## config.mk

```make
export PLATFORM = sky130hd
export DESIGN_NAME = secuenciador_contador_flat
export DESIGN_NICKNAME = d
export VERILOG_FILES = /design/src/rtl/contador_pkg.sv /design/src/rtl/secuenciador_contador_if.sv /design/src/rtl/secuenciador_contador_antirrebote.sv /design/src/rtl/secuenciador_contador.sv /design/src/flat_wrapper.sv
export SDC_FILE = /design/constraint.sdc
export NUM_CORES = 1
export LEC_CHECK = 0
export CAP_MARGIN = 40
export CORE_UTILIZATION = 49
export DETAILED_ROUTE_END_ITERATION = 10
export GPL_ROUTABILITY_DRIVEN = 0
export GPL_TIMING_DRIVEN = 0
export PLACE_DENSITY = 0.79
export SKIP_LAST_GASP = 1
export SYNTH_ARGS = -nofsm -noshare
export SYNTH_HDL_FRONTEND = slang
export SYNTH_HIERARCHICAL = 1
export SYNTH_SLANG_ARGS = --single-unit
export TNS_END_PERCENT = 30
```

## constraint.sdc

```tcl
create_clock -name reloj -period 2 [get_ports reloj]
set_clock_uncertainty 0.05 [all_clocks]
set_input_delay 0.3 -clock reloj [delete_from_list [all_inputs] [get_ports reloj]]
set_output_delay 0.3 -clock reloj [all_outputs]
set_load 0.02 [all_outputs]
```

## src/rtl/contador_pkg.sv

```systemverilog
// Shared types and defaults for the run/pause/load/direction counter controller.
package contador_pkg;

  typedef enum logic [1:0] {
    IDLE  = 2'd0,
    RUN   = 2'd1,
    PAUSE = 2'd2,
    LOAD  = 2'd3
  } estado_t;

  localparam int WIDTH_DEF      = 8;
  localparam int MAX_CUENTA_DEF = 255;
  localparam int PRESCALE_DEF   = 5;
  localparam int DEB_CYCLES_DEF = 4;

  // Start/stop toggles run and pause; a press during LOAD is dropped.
  function automatic estado_t estado_tras_start(estado_t e);
    estado_t s;
    case (e)
      IDLE:    s = RUN;
      RUN:     s = PAUSE;
      PAUSE:   s = RUN;
      default: s = e;
    endcase
    return s;
  endfunction

endpackage

```

## src/rtl/secuenciador_contador_if.sv

```systemverilog
// Button, load-value and counter-status bundle between the push-button panel and the controller.
interface secuenciador_contador_if
  import contador_pkg::*;
#(
  parameter int WIDTH = WIDTH_DEF
) ();

  logic             btn_start_stop;
  logic             btn_dir;
  logic             btn_load;
  logic [WIDTH-1:0] valor_carga;
  logic [WIDTH-1:0] cuenta;
  estado_t          estado;
  logic             dir;
  logic             tick;
  logic             wrap;

  modport master (
    output btn_start_stop, btn_dir, btn_load, valor_carga,
    input  cuenta, estado, dir, tick, wrap
  );

  modport slave (
    input  btn_start_stop, btn_dir, btn_load, valor_carga,
    output cuenta, estado, dir, tick, wrap
  );

endinterface

```

## src/rtl/secuenciador_contador_antirrebote.sv

```systemverilog
// Raw push-button conditioner: two-flop synchronizer, debounce counter and a
// one-cycle pulse on each accepted press (releases give no pulse).
module antirrebote #(
  parameter int DEB_CYCLES = 4
) (
  input  logic reloj,
  input  logic reset,
  input  logic boton_i,
  output logic pulso_o
);

  localparam int CW = $clog2(DEB_CYCLES + 1);
  localparam logic [CW-1:0] CNT_FIN = CW'(DEB_CYCLES - 1);

  logic          sinc1_q, sinc2_q;
  logic          nivel_q, nivel_d;
  logic          pulso_q, pulso_d;
  logic [CW-1:0] cnt_q, cnt_d;

  // NOTE: every variable gets a default at the top of always_comb so no path
  // leaves it unassigned, which would otherwise infer a latch.
  always_comb begin
    cnt_d   = '0;
    nivel_d = nivel_q;
    pulso_d = 1'b0;
    if (sinc2_q != nivel_q) begin
      if (cnt_q == CNT_FIN) begin
        nivel_d = sinc2_q;
        pulso_d = sinc2_q;
      end else begin
        cnt_d = cnt_q + 1'b1;
      end
    end
  end

  // NOTE: sequential state uses non-blocking assignments so every flop samples
  // the pre-edge values, exactly like the hardware it describes.
  always_ff @(posedge reloj or posedge reset) begin
    if (reset) begin
      sinc1_q <= 1'b0;
      sinc2_q <= 1'b0;
      nivel_q <= 1'b0;
      pulso_q <= 1'b0;
      cnt_q   <= '0;
    end else begin
      sinc1_q <= boton_i;
      sinc2_q <= sinc1_q;
      nivel_q <= nivel_d;
      pulso_q <= pulso_d;
      cnt_q   <= cnt_d;
    end
  end

  assign pulso_o = pulso_q;

endmodule

```

## src/rtl/secuenciador_contador.sv

```systemverilog
// Run/pause/load/direction controller feeding the decimal digit splitter.
// Optional build macro CONTADOR_SATURA_EN: saturate at the bounds and pause instead of wrapping.
module secuenciador_contador
  import contador_pkg::*;
#(
  parameter int WIDTH      = WIDTH_DEF,
  parameter int MAX_CUENTA = MAX_CUENTA_DEF,
  parameter int PRESCALE   = PRESCALE_DEF,
  parameter int DEB_CYCLES = DEB_CYCLES_DEF
) (
  input logic                     reloj,
  input logic                     reset,
  secuenciador_contador_if.slave  bus
);

  localparam int PW = (PRESCALE > 1) ? $clog2(PRESCALE) : 1;
  localparam logic [WIDTH-1:0] MAX_W   = WIDTH'(MAX_CUENTA);
  localparam logic [PW-1:0]    PRE_FIN = PW'(PRESCALE - 1);

  logic p_start, p_dir, p_load;

  antirrebote #(.DEB_CYCLES(DEB_CYCLES)) u_deb_start (
    .reloj   (reloj),
    .reset   (reset),
    .boton_i (bus.btn_start_stop),
    .pulso_o (p_start)
  );

  antirrebote #(.DEB_CYCLES(DEB_CYCLES)) u_deb_dir (
    .reloj   (reloj),
    .reset   (reset),
    .boton_i (bus.btn_dir),
    .pulso_o (p_dir)
  );

  antirrebote #(.DEB_CYCLES(DEB_CYCLES)) u_deb_load (
    .reloj   (reloj),
    .reset   (reset),
    .boton_i (bus.btn_load),
    .pulso_o (p_load)
  );

  estado_t          estado_q;
  logic [WIDTH-1:0] cuenta_q;
  logic [PW-1:0]    presc_q;
  logic             dir_q, tick_q, wrap_q;

  logic [WIDTH-1:0] paso_cuenta;
  logic             paso_limite;
  logic [WIDTH-1:0] carga_sat;

  // Next count for a step in the current direction; the comparisons keep the
  // arithmetic inside WIDTH bits even when MAX_CUENTA is the full range.
  always_comb begin
    paso_limite = 1'b0;
    paso_cuenta = cuenta_q;
    if (!dir_q) begin
      if (cuenta_q == MAX_W) paso_limite = 1'b1;
      else                   paso_cuenta = cuenta_q + 1'b1;
    end else begin
      if (cuenta_q == '0)    paso_limite = 1'b1;
      else                   paso_cuenta = cuenta_q - 1'b1;
    end
`ifndef CONTADOR_SATURA_EN
    if (paso_limite) paso_cuenta = dir_q ? MAX_W : '0;
`endif
  end

  assign carga_sat = (bus.valor_carga > MAX_W) ? MAX_W : bus.valor_carga;

  always_ff @(posedge reloj or posedge reset) begin
    if (reset) begin
      estado_q <= IDLE;
      cuenta_q <= '0;
      presc_q  <= '0;
      dir_q    <= 1'b0;
      tick_q   <= 1'b0;
      wrap_q   <= 1'b0;
    end else begin
      tick_q <= 1'b0;
      wrap_q <= 1'b0;

      // Direction toggles independently; the step below still sees the old dir_q.
      if (p_dir) dir_q <= ~dir_q;

      if (p_load) begin
        estado_q <= LOAD;
        presc_q  <= '0;
      end else begin
        case (estado_q)
          IDLE: begin
            presc_q <= '0;
            if (p_start) estado_q <= estado_tras_start(estado_q);
          end
          RUN: begin
            if (p_start) begin
              estado_q <= estado_tras_start(estado_q);
            end else if (presc_q == PRE_FIN) begin
              presc_q  <= '0;
              cuenta_q <= paso_cuenta;
`ifdef CONTADOR_SATURA_EN
              if (paso_limite) begin
                wrap_q   <= 1'b1;
                estado_q <= PAUSE;
              end else begin
                tick_q <= 1'b1;
              end
`else
              tick_q <= 1'b1;
              wrap_q <= paso_limite;
`endif
            end else begin
              presc_q <= presc_q + 1'b1;
            end
          end
          PAUSE: begin
            if (p_start) estado_q <= estado_tras_start(estado_q);
          end
          LOAD: begin
            cuenta_q <= carga_sat;
            presc_q  <= '0;
            estado_q <= PAUSE;
          end
          default: estado_q <= IDLE;
        endcase
      end
    end
  end

  assign bus.cuenta = cuenta_q;
  assign bus.estado = estado_q;
  assign bus.dir    = dir_q;
  assign bus.tick   = tick_q;
  assign bus.wrap   = wrap_q;

endmodule

```

## src/flat_wrapper.sv

```systemverilog
// flat-port wrapper written by rule: the top's interface ports become plain ports
module secuenciador_contador_flat import contador_pkg::*;
#(
  parameter int WIDTH      = WIDTH_DEF,
  parameter int MAX_CUENTA = MAX_CUENTA_DEF,
  parameter int PRESCALE   = PRESCALE_DEF,
  parameter int DEB_CYCLES = DEB_CYCLES_DEF
)
  (reloj, reset, bus_btn_start_stop, bus_btn_dir, bus_btn_load, bus_valor_carga, bus_cuenta, bus_estado, bus_dir, bus_tick, bus_wrap);
  secuenciador_contador_if #(.WIDTH(WIDTH)) bus_i ();
  input logic reloj;
  input logic reset;
  input wire logic [$bits(bus_i.btn_start_stop)-1:0] bus_btn_start_stop;
  input wire logic [$bits(bus_i.btn_dir)-1:0] bus_btn_dir;
  input wire logic [$bits(bus_i.btn_load)-1:0] bus_btn_load;
  input wire logic [$bits(bus_i.valor_carga)-1:0] bus_valor_carga;
  output wire logic [$bits(bus_i.cuenta)-1:0] bus_cuenta;
  output wire logic [$bits(bus_i.estado)-1:0] bus_estado;
  output wire logic [$bits(bus_i.dir)-1:0] bus_dir;
  output wire logic [$bits(bus_i.tick)-1:0] bus_tick;
  output wire logic [$bits(bus_i.wrap)-1:0] bus_wrap;
  assign bus_i.btn_start_stop = bus_btn_start_stop;
  assign bus_i.btn_dir = bus_btn_dir;
  assign bus_i.btn_load = bus_btn_load;
  assign bus_i.valor_carga = bus_valor_carga;
  assign bus_cuenta = bus_i.cuenta;
  assign bus_estado = bus_i.estado;
  assign bus_dir = bus_i.dir;
  assign bus_tick = bus_i.tick;
  assign bus_wrap = bus_i.wrap;
  secuenciador_contador #(.WIDTH(WIDTH), .MAX_CUENTA(MAX_CUENTA), .PRESCALE(PRESCALE), .DEB_CYCLES(DEB_CYCLES)) u_core (.reloj(reloj), .reset(reset), .bus(bus_i));
endmodule
```

==> results of run 1 <==
[power by group]
part	leakage (nW)	internal (mW)	total, mW	switching [mW]
Clock	0.0445	0.247	0.524	0.277
Sequential	0.463	0.980	1.24	0.260
Combinational	0.606	1.15	2.34	1.19
Total	1.11	2.38	4.11	1.73
[critical path: cells and delay by family (launching register included)]
kind / cells / cell delay (ns)
compound gates: 4 / 0.71
fa+ha+maj: 1 / 0.36
xor+xnor: 1 / 0.21
flops: 1 / 0.48
[per-layer routing]
layer / part of all wire / up-vias / wire length [µm] / global-route usage
li1: - / 720 / - / -
met1: 0.46 / 727 / 1744 / 0.2592
met2: 0.48 / 43 / 1824 / 0.3048
met3: 0.053 / 4 / 199 / 0.04310
met4: 0.0040 / 0 / 15 / 0.05978
met5: 0 / - / 0 / 0
[layout by cell type (no fill, tap or decap), types with 2 or more instances in the layout]
cell type | netlist | layout
buf_4 | 0 | 6
nor2_1 | 13 | 13
a21oi_1 | 6 | 5
nand2b_1 | 5 | 4
ha_1 | 15 | 11
inv_1 | 17 | 17
nor3b_2 | 3 | 3
dfrtp_1 | 37 | 34
nand2_1 | 10 | 10
a22oi_1 | 3 | 3
o21bai_1 | 3 | 3
clkbuf_8 | 0 | 5
mux2_2 | 3 | 3
o21ai_0 | 9 | 9
ha_4 | 0 | 3
clkdlybuf4s50_1 | 0 | 25
and3b_2 | 3 | 3
nor3b_1 | 4 | 4
a21oi_2 | 1 | 2
o21ai_1 | 3 | 3
nor3_1 | 7 | 7
nor2b_4 | 3 | 3
dfrtp_2 | 0 | 3
xnor2_1 | 5 | 5
xor2_1 | 4 | 4
mux2i_1 | 2 | 2
[logic make-up after synthesis]
kind of cell	count (synthesis)	share of synthesized area
DFF	37	0.4625
xor gates and xnor gates	9	0.03937
buffers and inverters	18	0.03375
and+or+nand+nor	55	0.1819
adders and majority gates	16	0.1038
AOI/OAI and AO/OA	42	0.1519
muxes	5	0.02687
[sequential cells by signal, summed over array words and instances (netlist names), 2 cells and up]
register / flops
u_core/bus.cuenta: 8
u_core/bus.estado: 2
u_core/u_deb_load/cnt_q: 3
u_core/u_deb_start/cnt_q: 3
u_core/u_deb_dir/cnt_q: 3
u_core/presc_q: 3
[cell type report]
type,count,share of cell area
Inverter,17,0.02547
Timing Repair Buffer,31,0.1179
Buffer,1,0.001499
Multi-Input combinational cell,127,0.4241
Tap cell,48,0.02398
Clock inverter,3,0.008492
Sequential cell,37,0.3711
Clock buffer,5,0.02747
[final timing paths]
check                                                 from                         end  slack [ns]  cells past startpoint
min in group reloj              u_core/u_deb_start/sinc1_q  u_core/u_deb_start/sinc2_q        0.31                      0
worst max register to register        u_core/bus.cuenta[2]        u_core/bus.cuenta[5]        0.08                      6
worst min register to register  u_core/u_deb_start/sinc1_q  u_core/u_deb_start/sinc2_q        0.31                      0
max in group asynchronous                            reset              u_core/bus.dir        1.01                      2
worst min-delay path                                 reset  u_core/u_deb_start/nivel_q        0.30                      2
worst max-delay path                  u_core/bus.cuenta[2]        u_core/bus.cuenta[5]        0.08                      6
[repair_timing]
action | 4_1_cts | 5_1_grt
setup buffers | 6 | 0
setup endpoints to repair | 1 | 3
pin swaps | 0 | 5
gates resized for setup | 0 | 8
[through the flow]
| stage | setup TNS (ns) | util |
|---|---|---|
| floorplan | 0 | - |
| global placement | -0.04626 | 0.6097 |
| detailed placement | -0.04806 | 0.6097 |
| CTS | -0.006926 | 0.6453 |
| global route | -0.02851 | 0.6594 |
| finish | 0 | 0.6594 |
[synth_stat cells (4+ instances only)]
library cell	count
xor2_1	4
nor3b_1	4
o21ai_0	9
xnor2_1	5
nor2_1	13
nand2b_1	5
nand2_1	10
inv_1	17
dfrtp_1	37
ha_1	15
nor3_1	7
a21oi_1	6
==> results.cfg, run 1 <==
[run_status]
status = completed

[clock_tree]
cts_root_buf = clkbuf_8
clock_latency_ns = 0.28
clockBufferDepth = 2
tritoncts = built
htree_levels = 2
clk_pin_slew_ns = 0.08
cts_inserted_buffers = 5
clock-sinks = 37
ctsHoldBuffers = 0

[placed_design]
dpl.hpwl_um = 2644
dpl_cell_area_mm2 = 0.002316
pre_cts_ws_ns = -0.04806
dp_cells = 255
io_buffers = 25

[run]
drv_cap = 0

[layout]
areaGrowthSynthToFinish_pct = 25.12
drive_above_1_share = 0.1991
fin_nets = 249
diodes = 0
regArea_um2 = 929.6
final_cell_area_mm2 = 0.002505
fin_cells = 269
multi_input_area_mm2 = 0.001062
fill_cells = 297

[grt]
antenna_found_initial = 0
grt_pass1_wl_um = 6327
grt_use_total = 0.1920
grt-ovfl-total = 0
grt_max_degree = 17
grt_pass1_vias = 1411

[sta]
period_share = 0.9621
fin_crit_ns = 1.924
worst_slew_pin_slew_ns = 0.6135
rsz0062_at_grt = yes
timing.final.ws_setup_ns = 0.07588
hold_viol_final = 0
drv_slew = 0
whs_ns = 0.2974
max_freq_ghz = 0.5197
relSlewSlack = 0.5906
setup_viol = 0

[die]
coreArea_mm2 = 0.003799
initial_utilization = 0.5270
die_x_um = 65.92
ios = 26
die_h_um = 65.92
dieArea_mm2 = 0.004345
std_cell_rows = 22

[route]
wl_per_cell_um = 14.06
remaining_drc_errors = 0
totalWireLength_um = 3783
drt_pass1_iterations = 5
drtAntennaViolNets = 0
drtIter0Drc = 103
via_per_inst = 5.554
vias = 1494

[synthesis]
yosys.area.top_type = dfrtp_1
yosys_warnings = 6
synth_cell_types = 47
synth.top_cell.area_share = 0.4625
synth_nets = 211
synth-seq-cells = 37
synth_area_per_cell_um2 = 11.00
synth_edf_count = 0
synth_area_mm2 = 0.002002
async_flop_share = 1.000
synth_area_leaders = dfrtp_1 (46%), ha_1 (9.4%), inv_1 (3.2%), nor2_1 (2.4%), o21ai_0 (2.3%)
yosysSeqAreaShare = 0.4625
synth_flop_cell = dfrtp_1
syn_inst = 182

[worst_setup_path]
cp_cell_sequence = ha_2 -> o211ai_1 -> o21ai_0 -> xnor2_1 -> o21bai_1 -> a31o_1
worstPathMaxFanout = 5
required_ns = 2.13
worstSetupStartpointType = register
end_kind = register
path_class = reg -> reg
critPathSlowestCell = dfrtp_1
critPathMaxStageDelay_ns = 0.48
cp.arrival_ns = 2.05

[power_and_ir_drop]
ir_drop_mv = 0.7122
power.density_mw_per_mm2 = 1640
leakagePower_nw = 1.113
total_power_mw = 4.108

[min_path]
hp-class = in -> async
(Power assumes the default switching activity.)
==> run 2: changes to the inputs <==
- CORE_MARGIN: not set -> 5
==> run 2 against run 1 <==
Critical path depth up 1; sequential share of layout area grew 0.32 points; first-iteration DRC count is 24% lower; worst setup slack lost 0.032 ns; global-route usage decreased by 3.9 points; fmax down 1.7%; final area is 0.85% lower; critical path type unchanged.
==> results.cfg, run 2 (synthesis results as in run 1) <==
[run_status]
status = completed

[placed_design]
dpl.hpwl_um = 2796
pre_cts_ws_ns = -0.06392
dp_cells = 257
io_buffers = 25

[worst_setup_path]
required_ns = 2.17
cp.arrival_ns = 2.12
worstSetupStartpointType = register
r2r_setup_slack_ns = 0.04
end_kind = register
cp_cell_sequence = buf_4 -> ha_1 -> o21ai_1 -> a2111o_1 -> o311ai_1 -> a21oi_1 -> o21ai_1
cp.depth = 7
critPathTopFamily = compound AO/OA/AOI/OAI gates
rr_worst_depth = 7
critPathMaxStageDelay_ns = 0.42
path_buf_inv = 1
path_class = reg -> reg
critPathSlowestCell = dfrtp_2
cpMostUsedCell = o21ai_1
worstPathMaxFanout = 7

[clock_tree]
clock-sinks = 37
clockBufferDepth = 2
cts_root_buf = clkbuf_8
tritoncts = built
htree_levels = 2
cts_inserted_buffers = 5
clock_latency_ns = 0.29
clk_pin_slew_ns = 0.07
ctsHoldBuffers = 0

[power_and_ir_drop]
p_sw_frac = 0.4182
leakagePower_nw = 1.113
power.density_mw_per_mm2 = 1627
total_power_mw = 4.040
combPwrFrac = 0.577
p_clk_frac = 0.122
p_int_mw = 2.350
switchingPower_mw = 1.690
ir_drop_mv = 0.7757
seqPwrFrac = 0.301

[sta]
finalSetupTns_ns = 0
setup_viol = 0
period_share = 0.9783
rsz0062_at_grt = yes
timing.final.ws_setup_ns = 0.04344
drv_slew = 0
relSlewSlack = 0.5715
max_freq_ghz = 0.5111
worst_slew_pin_slew_ns = 0.6421
fin_crit_ns = 1.957
hold_viol_final = 0

[route]
drt_pass1_iterations = 4
drtIter0Drc = 78
totalWireLength_um = 3799
vias = 1448
remaining_drc_errors = 0
wl_per_cell_um = 14.07
drtAntennaViolNets = 0
via_per_inst = 5.363

[layout]
fill_cells = 344
fin_nets = 248
drive_above_1_share = 0.1818
diodes = 0
multi_input_area_mm2 = 0.001054
areaGrowthSynthToFinish_pct = 24.06
largest_register_ffs = 8
regArea_um2 = 929.6
fin_cells = 270
final_util = 0.6254
final_cell_mix = dfrtp_1 (34), clkdlybuf4s50_1 (25), inv_1 (17)
final_common_cell = dfrtp_1

[die]
die_x_um = 73.92
dieArea_mm2 = 0.005464
std_cell_rows = 23
die_h_um = 73.92
ios = 26
initial_utilization = 0.5041
coreArea_mm2 = 0.003971

[grt]
grt_pass1_vias = 1445
grt_pass1_wl_um = 6306
antenna_found_initial = 0
grt_max_degree = 17
grt_use_total = 0.1533
grt-ovfl-total = 0

[run]
drv_cap = 0

[min_path]
hp-class = in -> async
## run 2: power groups by stage
stage,registers [mW],clock network (mW),logic (mW)
final,1.22,0.491,2.33
after detailed placement,1.28,0,2.02
after global routing,1.25,0.548,2.59
after floorplan,1.33,0,1.40
after CTS,1.21,0.510,2.15
after global placement,1.27,0,1.97
## run 2: per-layer routing
metal  global-route usage  routed length [µm]  vias up
met2               0.2382                1888       25
li1                     -                   -      720
met4              0.07042                  76        0
met1               0.1965                1669      695
met3              0.04651                 165        8
met5                    0                   0        -
## run 2: cell type report
class	count	area share
clock buffers	6	0.02922
flip-flops and latches	37	0.3743
multi-input cells	127	0.4242
inverters	17	0.02569
clock inverters	2	0.004030
plain buffers	1	0.001511
repair buffers	30	0.1159
well taps	50	0.02519
## run 2: worst paths after layout
kind,to,start
setup / recovery,u_core/bus.cuenta[6],u_core/bus.dir
hold / removal,u_core/u_deb_dir/pulso_o,reset
setup reg to reg,u_core/bus.cuenta[6],u_core/bus.dir
hold reg to reg,u_core/u_deb_dir/sinc2_q,u_core/u_deb_dir/sinc1_q
max in group asynchronous,u_core/bus.cuenta[0],reset
min in group reloj,u_core/u_deb_dir/sinc2_q,u_core/u_deb_dir/sinc1_q
## run 2: metrics by stage
stage               instance area [µm²]  hold WS, ns
floorplan                          2006      0.05340
global placement                   2318       0.2823
detailed placement                 2318       0.2864
CTS                                2439       0.2876
global route                       2484       0.3101
finish                             2484       0.2851
## run 2: what timing repair did
action,in CTS,in global routing
setup buffers,5,0
endpoints found under the hold margin,0,0
resized for setup,0,9
endpoints found under the setup margin,1,6
pin swaps,0,6
gates cloned,0,0
